**config.mk**
```make
export PLATFORM = sky130hd
export DESIGN_NAME = fp_cvt_arbiter
export DESIGN_NICKNAME = d
export VERILOG_FILES = /design/src/rtl/fp_cvt_arbiter_pkg.sv /design/src/rtl/fp_cvt_arbiter_rr_arbiter.sv /design/src/rtl/fp_cvt_arbiter.sv
export SDC_FILE = /design/constraint.sdc
export NUM_CORES = 1
export LEC_CHECK = 0
export CAP_MARGIN = 20
export CORE_MARGIN = 4
export CORE_UTILIZATION = 30
export DETAILED_ROUTE_END_ITERATION = 8
export PLACE_DENSITY = 0.67
export SLEW_MARGIN = 20
export SYNTH_ARGS = -nofsm -noshare
export SYNTH_HDL_FRONTEND = slang
export SYNTH_SLANG_ARGS = --single-unit
```
**constraint.sdc**
```tcl
create_clock -name clk -period 2.95 [get_ports clk]
set_clock_uncertainty 0.15 [all_clocks]
set_input_delay 0.59 -clock clk [delete_from_list [all_inputs] [get_ports clk]]
set_output_delay 0.59 -clock clk [all_outputs]
set_load 0.01 [all_outputs]
```
**src/rtl/fp_cvt_arbiter_pkg.sv**
```systemverilog
// Shared types and constants for the FP converter arbiter and related shared FP units.
package fp_cvt_pkg;

    localparam int FP_W            = 32;
    localparam int CVT_LAT_DEFAULT = 3;
    // Tag id is sized for the largest supported requester count (16).
    localparam int TAG_ID_W        = 4;

    typedef struct packed {
        logic                valid;
        logic [TAG_ID_W-1:0] id;
    } cvt_tag_t;

endpackage

```
**src/rtl/fp_cvt_arbiter_rr_arbiter.sv**
```systemverilog
// Reusable round-robin arbiter: one-hot grant plus index, pointer advances on accepted grants only.
module rr_arbiter #(
    parameter int N = 4,
    localparam int IDX_W = $clog2(N)
) (
    input  logic             clk,
    input  logic             rst_n,
    input  logic [N-1:0]     req,
    input  logic             advance,
    output logic [N-1:0]     grant,
    output logic [IDX_W-1:0] index
);

    logic [IDX_W-1:0] ptr;
    logic             found;
    int unsigned      pos;

    // Search begins one past the last winner so every requester gets a turn.
    always_comb begin
        grant = '0;
        index = '0;
        found = 1'b0;
        pos   = 0;
        for (int unsigned k = 0; k < N; k++) begin
            pos = (32'(ptr) + 32'd1 + k) % N;
            if (!found && req[pos]) begin
                found      = 1'b1;
                grant[pos] = 1'b1;
                index      = IDX_W'(pos);
            end
        end
    end

    always_ff @(posedge clk or negedge rst_n) begin
        if (!rst_n) begin
            ptr <= IDX_W'(N - 1);
        end else if (advance) begin
            ptr <= index;
        end
    end

endmodule

```
**src/rtl/fp_cvt_arbiter.sv**
```systemverilog
// Shares one pipelined FP-to-unsigned converter among NUM_REQ requesters with tag-routed results.
// Optional handshake/stall counters are built when FP_ARB_STATS_EN is defined.
module fp_cvt_arbiter
    import fp_cvt_pkg::*;
#(
    parameter int NUM_REQ     = 4,
    parameter int CVT_LATENCY = CVT_LAT_DEFAULT,
    parameter int ID_W        = 2
) (
    input  logic                  clk,
    input  logic                  areset,
    input  logic                  enable,
    input  logic [NUM_REQ-1:0]    req_valid,
    output logic [NUM_REQ-1:0]    req_ready,
    input  logic [32*NUM_REQ-1:0] req_data,
    output logic [31:0]           cvt_a,
    input  logic [31:0]           cvt_q,
    output logic [NUM_REQ-1:0]    resp_valid,
    output logic [ID_W-1:0]       resp_id,
    output logic [31:0]           resp_data,
    output logic                  busy
`ifdef FP_ARB_STATS_EN
    ,
    output logic [31:0]           stat_grants,
    output logic [31:0]           stat_stall
`endif
);

    localparam int IDX_W = $clog2(NUM_REQ);
    // Issue tag plus CVT_LATENCY+1 delay stages: the last stage lines up with cvt_q,
    // which trails cvt_a by one extra cycle for the converter's input sample.
    localparam int unsigned DEPTH = CVT_LATENCY + 2;

    logic [NUM_REQ-1:0] grant;
    logic [IDX_W-1:0]   gnt_idx;
    logic               handshake;
    logic [FP_W-1:0]    sel_data;
    cvt_tag_t           tag_pipe [DEPTH];
    cvt_tag_t           final_tag;

    assign handshake = enable && (req_valid != '0);
    assign req_ready = enable ? grant : '0;
    assign final_tag = tag_pipe[DEPTH-1];

    rr_arbiter #(.N(NUM_REQ)) u_rr (
        .clk     (clk),
        .rst_n   (areset),
        .req     (req_valid),
        .advance (handshake),
        .grant   (grant),
        .index   (gnt_idx)
    );

    always_comb begin
        sel_data = req_data[FP_W*int'(gnt_idx) +: FP_W];
    end

    always_ff @(posedge clk or negedge areset) begin
        if (!areset) begin
            cvt_a <= '0;
        end else if (handshake) begin
            cvt_a <= sel_data;
        end
    end

    always_ff @(posedge clk or negedge areset) begin
        if (!areset) begin
            for (int unsigned k = 0; k < DEPTH; k++) begin
                tag_pipe[k] <= '0;
            end
        end else begin
            tag_pipe[0].valid <= handshake;
            tag_pipe[0].id    <= TAG_ID_W'(gnt_idx);
            for (int unsigned k = 1; k < DEPTH; k++) begin
                tag_pipe[k] <= tag_pipe[k-1];
            end
        end
    end

    always_ff @(posedge clk or negedge areset) begin
        if (!areset) begin
            resp_valid <= '0;
            resp_id    <= '0;
            resp_data  <= '0;
        end else if (final_tag.valid) begin
            resp_valid <= NUM_REQ'(1) << final_tag.id;
            resp_id    <= final_tag.id[ID_W-1:0];
            resp_data  <= cvt_q;
        end else begin
            resp_valid <= '0;
        end
    end

    always_comb begin
        busy = |resp_valid;
        for (int unsigned k = 0; k < DEPTH; k++) begin
            busy = busy | tag_pipe[k].valid;
        end
    end

`ifdef FP_ARB_STATS_EN
    always_ff @(posedge clk or negedge areset) begin
        if (!areset) begin
            stat_grants <= '0;
            stat_stall  <= '0;
        end else begin
            if (handshake && (stat_grants != '1)) begin
                stat_grants <= stat_grants + 32'd1;
            end
            if ((req_valid != '0) && !handshake && (stat_stall != '1)) begin
                stat_stall <= stat_stall + 32'd1;
            end
        end
    end
`endif

endmodule
```
==> results.yml <==
critical_path:
  criticalPathCategory: "flop to primary output"
  crit_chain: "mux2_4 -> or4b_4 -> a21oi_4 -> buf_6 -> a22oi_2 -> o21ai_1 -> and2_1 -> buf_2"
  worstPathArrival_ns: 2.57
  worst_path_max_delay_cell: "dfstp_2"
  endpoint_kind: "primary output"
  crit_fanout: 4
  ff2ff_setup_slack_ns: -0.04
  cp_num_buf_inv: 2
  r2r_start: "u_rr.ptr[0]$_DFFE_PN1P_"
  critPathMaxStageDelay_ns: 0.63
  r2r_cells: 12
  rr_endpoint: "cvt_a[3]$_DFFE_PN0P_"
  critPathLaunchType: "flop"
  crit_family: "flip-flops"
  worstPathRequired_ns: 2.21
power:
  combPwrFrac: 0.694
  p_switching_w: 0.00352
  p_sw_frac: 0.372
  irDropWorstVdd_uv: 680
  p_int_w: 0.00595
  clkPwrFrac: 0.116
  power_w: 0.00947
  p_leak_nw: 3.36
  p_per_area_nw_per_um2: 1120
  power_frac_seq: 0.191
detailed_routing:
  firstDrtPassIters: 4
  first_iter_violations: 92
  routedWlPerCell_um: 18.4
  ant_nets: 0
  wl_mm: 15.4
  drc: 0
  vias: 4071
  via_per_inst: 4.87
timing:
  finalCriticalPeriod_ns: 3.31
  setup_viol: 17
  tightestPinTransition_ns: 0.490
  tns_ns: -1.54
  worst_slack_ns: -0.362
  finalHoldViolCount: 0
  fin_crit_sh: 1.12
  rsz0062_at_grt: "true"
  slew_headroom: 0.673
  fmax_mhz: 302
  slew_viol_final: 0
grt:
  grt-ovfl-total: 0
  track_usage: 0.173
  antenna_found_initial: 0
  grt_max_degree: 52
  grt_pass1_wl_mm: 23.9
  grt_pass1_vias: 4492
cells_and_area:
  fin_nets: 822
  final_util: 0.575
  layout_common_cells: "clkdlybuf4s50_1, dfrtp_1, nand2_1, buf_4, mux2_2"
  antenna_cells: 0
  syn2layout_area_growth_pct: 85.8
  layout-drive-gt1-share: 0.350
  fin_cells: 836
  final_common_cell: "clkdlybuf4s50_1"
  fill_cells: 1154
floorplanning:
  die_y_um: 131
  initial_core_util: 0.309
  die_w_um: 131
  core-area_sq_um: 14700
  dieArea_sq_um: 17200
  rows: 44
  ios: 242
job:
  max_cap_viol_count: 0
status:
  failed_checks: "setup timing"
  status: "complete, but fails checks"
synthesis:
  synth_top_cell_by_area: "dfrtp_1"
  postSynthCellCount: 354
  ys_seq_elements: 87
  yosysWarnings: 0
  synthDominantCellAreaShare: 0.468
  synth_top_flop_cell: "dfrtp_1"
  synthArstFlopShare: 1.00
  synth_nets: 529
  synth.area.top_cells: "dfrtp_1, mux2i_1, o221ai_2"
  synth_edf_count: 0
  synth-seq-area-share: 0.479
  syn_avg_cell_area_sq_um: 12.9
  syn-cell-area_sq_um: 4550
  synth.distinct_cells: 43
clock_network:
  cts_max_level: 3
  root_buffer: "clkbuf_16"
  cts_tree: "yes"
  cts_made_buffers: 9
  hold_buffers: 0
  clock-sinks: 87
  path_clk_slew_ns: 0.06
  cts_buffer_depth: 2
  clk_latency_ns: 0.34
place:
  pre_cts_ws_ns: -0.747
  port_buffers: 241
  dp_hpwl_mm: 11.0
  dp.cells: 796
  place_congestion: 0.884
worst_hold_path:
  hold_class: "input pin to asynchronous set/reset pin"
==> worst max path at each step <==
stage                                        from                    end  slack [ns]  cells after the start
final                     u_rr.ptr[0]$_DFFE_PN1P_           req_ready[2]       -0.36                      8
after CTS                 u_rr.ptr[0]$_DFFE_PN1P_           req_ready[2]       -0.36                      8
after detailed placement             req_valid[2]           req_ready[2]       -0.75                      8
after floorplan           u_rr.ptr[0]$_DFFE_PN1P_  cvt_a[10]$_DFFE_PN0P_        0.02                     13
after global placement               req_valid[2]           req_ready[2]       -0.65                      8
after global routing      u_rr.ptr[0]$_DFFE_PN1P_           req_ready[2]       -0.43                      9
==> what timing repair did <==
item	4_1_cts	5_1_grt
gates resized for setup	62	66
endpoints found under the setup margin	36	37
cloned	2	2
pin swaps	10	4
buffers inserted	18	3
==> cell type report <==
type                    count  area (sq um)  share of cell area
repair buffers            305          3100               0.367
multi-input cells         238          2630               0.311
flip-flops and latches     87          2180               0.258
clock buffers              10           239              0.0283
well taps                 184           230              0.0272
clock inverters             6          52.6             0.00622
inverters                   6          25.0             0.00296
==> flip-flops by register name, summed over array words and instances, names as in the netlist <==
signal      cells
cvt_a          32
final_tag       3
resp_id         2
resp_data      32
u_rr.ptr        2
resp_valid      4
tag_pipe       12
==> worst reg2reg max path, cell delays in order (launching register included) <==
cell and delay, ns:
dfstp_2 0.63, inv_4 0.07, ha_4 0.29, inv_2 0.06, a21oi_2 0.20, a22oi_2 0.12
buf_4 0.17, a211oi_4 0.23, a221o_4 0.28, buf_12 0.15, buf_16 0.14, mux2i_1 0.27
o221ai_2 0.12
==> cells by family after synthesis <==
group / Yosys count / share of synthesized area
muxes: 99 / 0.230
DFF: 87 / 0.479
and+or+nand+nor: 67 / 0.0688
AOI/OAI and AO/OA: 63 / 0.153
buffers and inverters: 30 / 0.0465
adders and majority gates: 8 / 0.0220
==> cells in the mapped netlist (2+ instances only) <==
cell	n
inv_1	4
nor2b_1	2
o221ai_1	2
nor2_1	9
a21oi_1	4
a22oi_1	8
ha_1	8
buf_2	5
mux2_2	32
nor3b_1	2
nand2_1	40
nor3_1	2
and3_1	2
o221ai_2	30
dfrtp_1	85
and2_1	4
mux2i_1	65
dfstp_2	2
buf_4	3
o21ai_0	9
buf_6	6
clkbuf_1	7
buf_8	3
==> layer usage <==
metal / track usage / share of wire / vias to the layer above
met2: 0.293 / 0.49 / 193
met5: 0 / 0 / -
met1: 0.204 / 0.41 / 1955
li1: - / - / 1906
met3: 0.0623 / 0.082 / 17
met4: 0.0572 / 0.016 / 0
==> per-stage QoR <==
stage / area, sq um / hold slack (ns)
floorplan: 4550 / 0.144
global placement: 7420 / 0.182
detailed placement: 7420 / 0.186
CTS: 8060 / 0.0621
global route: 8450 / 0.0942
finish: 8450 / 0.0586
==> power by group through the flow <==
stage | Clock (W) | Combinational [W] | Sequential (W)
6_report | 0.00110 | 0.00657 | 0.00181
5_1_grt | 0.00119 | 0.00695 | 0.00185
4_1_cts | 0.00114 | 0.00555 | 0.00181
3_5_place_dp | 0 | 0.00467 | 0.00181
3_3_place_gp | 0 | 0.00457 | 0.00180
2_1_floorplan | 0 | 0.00270 | 0.00193
Note: power is estimated with default switching activity, not from simulation.
